$ cat src/rtl/chip_74161_model_pin_sync.sv
// Multi-stage flop synchroniser for a bundle of asynchronous pins; all bits
// share the same depth so they stay aligned with each other.
module pin_sync #(
  parameter int WIDTH  = 9,
  parameter int STAGES = 2
) (
  input  logic             Clk,
  input  logic             Reset,
  input  logic [WIDTH-1:0] din,
  output logic [WIDTH-1:0] dout
);

  logic [WIDTH-1:0] stage_q [STAGES];
  logic [WIDTH-1:0] stage_d [STAGES];

  always_comb begin
    stage_d[0] = din;
    for (int i = 1; i < STAGES; i++) begin
      stage_d[i] = stage_q[i-1];
    end
  end

  always_ff @(posedge Clk) begin
    if (!Reset) begin
      for (int i = 0; i < STAGES; i++) begin
        stage_q[i] <= '0;
      end
    end else begin
      for (int i = 0; i < STAGES; i++) begin
        stage_q[i] <= stage_d[i];
      end
    end
  end

  assign dout = stage_q[STAGES-1];

endmodule

$ cat config.mk
export PLATFORM = sky130hd
export DESIGN_NAME = pin_sync
export DESIGN_NICKNAME = d
export VERILOG_FILES = /design/src/rtl/chip_74161_model_pin_sync.sv
export SDC_FILE = /design/constraint.sdc
export NUM_CORES = 1
export LEC_CHECK = 0
export CAP_MARGIN = 10
export CORE_AREA = 2 2 39 41
export CTS_CLUSTER_SIZE = 24
export DETAILED_ROUTE_END_ITERATION = 16
export DIE_AREA = 0 0 41 43
export PLACE_DENSITY = 0.71
export SYNTH_ARGS = -nofsm -noshare
export SYNTH_HDL_FRONTEND = slang
export SYNTH_SLANG_ARGS = --single-unit
$ cat constraint.sdc
create_clock -name Clk -period 1.6 [get_ports Clk]
set_clock_uncertainty 0.1 [all_clocks]
set_input_delay 0.16 -clock Clk [delete_from_list [all_inputs] [get_ports Clk]]
set_output_delay 0.16 -clock Clk [all_outputs]
set_load 0.01 [all_outputs]
==> results of run 1 <==
per-layer routing:
layer  vias to the layer above  global-route usage, %
li1                        154                      -
met1                       111                   11.7
met2                        13                   10.6
met3                         0                   4.71
met4                         0                   8.00
met5                         -                      0
cells in the mapped netlist (all sizes together):
cell / n / area share [%]
and2: 18 / 26
buf: 1 / 2.2
dfxtp: 18 / 72
metrics by stage:
step	total power, mW	setup WS (ps)
after global routing	0.845	145
final	0.806	214
after global placement	0.549	290
after CTS	0.815	206
after floorplan	0.507	950
after detailed placement	0.550	287
logic make-up after synthesis:
logic type,share of synthesized area [%]
flip-flops,71.8
AND/OR/NAND/NOR,25.9
buffers and inverters,2.24
worst min-delay path by stage:
stage | from | to | slack (ps) | cells past startpoint
after CTS | stage_q[0][3] | stage_q[0][12] | 340 | 1
final | stage_q[0][3] | stage_q[0][12] | 340 | 1
after detailed placement | stage_q[0][3] | stage_q[0][12] | 320 | 1
after global placement | stage_q[0][5] | stage_q[0][14] | 320 | 1
after global routing | din[8] | stage_q[0][8] | 350 | 2
after floorplan | Reset | stage_q[0][0] | 200 | 1
report_power, final:
part	total [mW]	switching (mW)	leakage [nW]	internal (mW)
registers	0.472	0.00379	0.149	0.469
logic	0.0656	0.0171	0.130	0.0485
clock network	0.268	0.130	0.0210	0.138
cell type report:
type	count	area, um^2
fillers	140	647
flip-flops and latches	18	360
repair buffers	19	190
multi-input cells	18	130
clock buffers	4	36.3
well taps	16	20.0
==> metrics, run 1 <==
GP Congestion=0.513; post-synthesis cell count=37; Tcrit/Tclk final=86.6%; Worst Setup End Kind=output pin; CTS max path bufs=2; antenna viol nets, final=0; GR Overflow Total=0; Crit-path slowest cell=clkdlybuf4s50_1; Finished Layout Cells=75; clk sinks=18; crit path kind=flop to output pin; most frequent cells in the layout=19 x clkdlybuf4s50_1, 18 x dfxtp_1, 14 x and2_2; Rows=14; CTS tree=yes; max reg flops=18; Met2 Wirelength=251 um; Buf/Inv on CP=1; WL met1=293 um; Area growth syn-to-layout=46.9%; DRC viols=0; max-cap viol count=0; vias in the first global route=248; top-level I/O count=20; synthesized net count=48; top flop regs=stage_q (18); most common cell after layout, fill and taps aside=clkdlybuf4s50_1; core area=1380 um^2; Rel. slew slack=74.1%; r2r startpoint=stage_q[0][8]; first-pass GRT wire length=1.01 mm; utilization after layout=53.3%; Yosys reg bits=18; Worst R2R Path Depth=1; Leak=0.300 nW; flop2flop setup slack=920 ps; Hold WS=342 ps; syn_area_per_cell=13.6 um^2; nets@finish=71; Yosys cell types=4; Post-CTS Resized=0; Worst VDD drop=0.000434 V; WP data required=1340 ps; Top Metal Used=met3; sequential area share after synthesis=71.8%; CP Max Fanout=1; Post-Syn Area=502 um^2; Clock Tree Root=clkbuf_4; Worst path depth=1; CP Launch Type=flop; initial antenna violation count=0; worst skew pair latency=280 ps; wire per inst=8.12 um; Vias=278; largest net degree at the start of global routing=19; layout cells sized above 1=30.5%; largest register by flop count=stage_q; placed cells=71; R2R Path End=stage_q[0][17]; P per Cell Area=1090 nW/um^2; Final min period=1390 ps; CP arrival=1130 ps; Buffers on Ports=19; crit path to=dout[4]; DIE HEIGHT=43 um; Post-CTS Setup Bufs=0; crit path from=stage_q[0][13]; max-slew violations=0; dpl cell area=701 um^2; DR pass1 iterations=2; Sum Neg Setup Slack=0 ps; maximum clock rate=721 MHz; worst min path class=flop to flop; RSZ-0062 raised after global routing=no; status=completed; H-tree level count=1; number of buffers inserted by hold repair at cts=0; CP delay by family, top=buffers and inverters; die area=1760 um^2; Vias per Instance=3.71; Syn. warnings=0; post-DP HPWL=420 um; Initial DRC Count=2; antenna diode count=0; GRT Util Overall=9.15%; total CTS buffers=3; register clock-pin slew on the reported worst setup and hold paths=100 ps; slowest stage delay, CP=520 ps; die width=41 um; final number of hold-violating endpoints=0; Starting Density=36.3%; Routed WL=609 um; Design Area, Final=737 um^2; final setup fails=0; Worst Tran Pin Value=388 ps; routed wl met3=64 um; worst path cell trace=clkdlybuf4s50_1
Power figures use the tool's default switching activity.
==> inputs of run 2 (changes only) <==
CAP_MARGIN = 15   (was 10)
CELL_PAD_IN_SITES_DETAIL_PLACEMENT = 1   (was default)
CELL_PAD_IN_SITES_GLOBAL_PLACEMENT = 1   (was default)
CORE_AREA = default   (was 2 2 39 41)
CORE_ASPECT_RATIO = 1.1   (was default)
CORE_MARGIN = 1.5   (was default)
CORE_UTILIZATION = 30   (was default)
DIE_AREA = default   (was 0 0 41 43)
PLACE_DENSITY = default   (was 0.71)
PLACE_DENSITY_LB_ADDON = 0.1   (was default)
clock period = 1.5 ns   (was 1.6 ns; I/O delays follow)
==> metrics, run 2 (synthesis results as in run 1) <==
DR pass1 iterations=3 (+1); Leak=0.300 nW (unchanged); r2r startpoint=stage_q[0][1]; Worst Tran Pin Value=411 ps (+23.8 ps); Hold WS=341 ps (-0.0830 ps); Clock Tree Root=clkbuf_4; nets@finish=71 (unchanged); Net Switching=0.169 mW (+12%); Worst VDD drop=0.000416 V (-4.2%); Post-CTS Resized=0 (unchanged); status=completed; Vias per Instance=4.21 (+14%); Worst path depth=1 (unchanged); GR Overflow Total=0 (unchanged); slowest stage delay, CP=530 ps (about the same); Net Sw Frac=19.5% (+0.80 points); final number of hold-violating endpoints=0 (unchanged); register clock-pin slew on the reported worst setup and hold paths=100 ps (about the same); dpl cell area=702 um^2 (+0.18%); worst min path class=flop to flop; core area=1580 um^2 (+14%); wire per inst=10.6 um (+31%); CTS tree=yes; CP delay by family, top=buffers and inverters; DRC viols=0 (unchanged); vias in the first global route=344 (+39%); WP data required=1250 ps (-90 ps); final setup fails=0 (unchanged); Seq pwr share=58.0% (-0.6 points); top flop regs=stage_q (18); Design Area, Final=738 um^2 (+0.17%); Clk pwr share=33.7% (+0.4 points); maximum clock rate=716 MHz; Sum Neg Setup Slack=0 ps (unchanged); initial antenna violation count=0 (unchanged); Final min period=1400 ps; CTS max path bufs=2 (unchanged); Worst R2R Path Depth=1 (unchanged); total CTS buffers=3 (unchanged); Vias=320 (+15%); largest register by flop count=stage_q; most frequent cells in the layout=19 x clkdlybuf4s50_1, 18 x dfxtp_1, 14 x and2_2; Worst Setup End Kind=output pin; die width=42.0 um (+2.4%); crit path to=dout[6]; CP arrival=1150 ps (+20 ps); P per Cell Area=1180 nW/um^2 (+7.7%); DIE HEIGHT=45.9 um (+6.7%); clk sinks=18 (unchanged); worst skew pair latency=290 ps (about the same); flop2flop setup slack=820 ps (-100 ps); crit path from=stage_q[0][15]; Tcrit/Tclk final=93.1%; number of buffers inserted by hold repair at cts=0 (unchanged); max-slew violations=0 (unchanged); R2R Path End=stage_q[0][10]; worst path cell trace=clkdlybuf4s50_1; die area=1930 um^2 (+9.3%); antenna diode count=0 (unchanged); Starting Density=31.8% (-4.4 points); RSZ-0062 raised after global routing=no; max reg flops=18 (unchanged); Rows=15 (+1); Buffers on Ports=19 (unchanged); antenna viol nets, final=0 (unchanged); Area growth syn-to-layout=47.1%; Internal=0.700 mW (+6.8%); Post-CTS Setup Bufs=0 (unchanged); Routed WL=807 um (+33%); GRT Util Overall=10.9% (+1.7 points); CP Max Fanout=1 (unchanged); top-level I/O count=20 (unchanged); CP Launch Type=flop; layout cells sized above 1=30.5% (unchanged); Comb pwr share=8.3% (+0.2 points); max-cap viol count=0 (unchanged); GP Congestion=0.625 (+22%); largest net degree at the start of global routing=19 (unchanged); H-tree level count=1 (unchanged); most common cell after layout, fill and taps aside=clkdlybuf4s50_1; crit path kind=flop to output pin; Crit-path slowest cell=clkdlybuf4s50_1; Buf/Inv on CP=1 (unchanged); first-pass GRT wire length=1.42 mm (+40%); Rel. slew slack=72.5% (-1.6 points); Initial DRC Count=3 (+1)
-- run 2: worst min path at each step --
stage                        from             end  slack, ps  cells after the start
global route               din[1]   stage_q[0][1]        340                      2
detailed placement  stage_q[0][2]  stage_q[0][11]        320                      1
CTS                        din[7]   stage_q[0][7]        330                      2
global placement    stage_q[0][4]  stage_q[0][13]        310                      1
finish              stage_q[0][2]  stage_q[0][11]        340                      1
floorplan                   Reset   stage_q[0][0]        190                      1
-- run 2: through the flow --
stage | setup WS (ps) | cells | utilization (%) | total power [mW]
floorplan | 850 | 37 | - | 0.541
global placement | 217 | 72 | 44.5 | 0.584
detailed placement | 150 | 72 | 44.5 | 0.590
CTS | 74.2 | 76 | 46.8 | 0.889
global route | 56.5 | 76 | 46.8 | 0.912
finish | 104 | 76 | 46.8 | 0.869
-- run 2: final cells by class --
class	count	area, um^2
sequential	18	360
tap	17	21.3
clock buffer	4	36.3
multi-input combinational	18	130
timing repair buffer	19	190
fill	174	838
-- run 2: routing by layer --
metal  routed length [um]  global-route usage [%]
met4                   35                    11.6
met5                    0                       0
met3                   50                    3.97
met2                  481                    20.0
met1                  240                    8.72
-- run 2: power groups by stage --
stage | combinational [mW] | sequential [mW] | clock (mW)
after global routing | 0.0782 | 0.508 | 0.326
after global placement | 0.0696 | 0.515 | 0
after detailed placement | 0.0734 | 0.516 | 0
after CTS | 0.0736 | 0.505 | 0.310
final | 0.0718 | 0.505 | 0.293
after floorplan | 0.0212 | 0.520 | 0
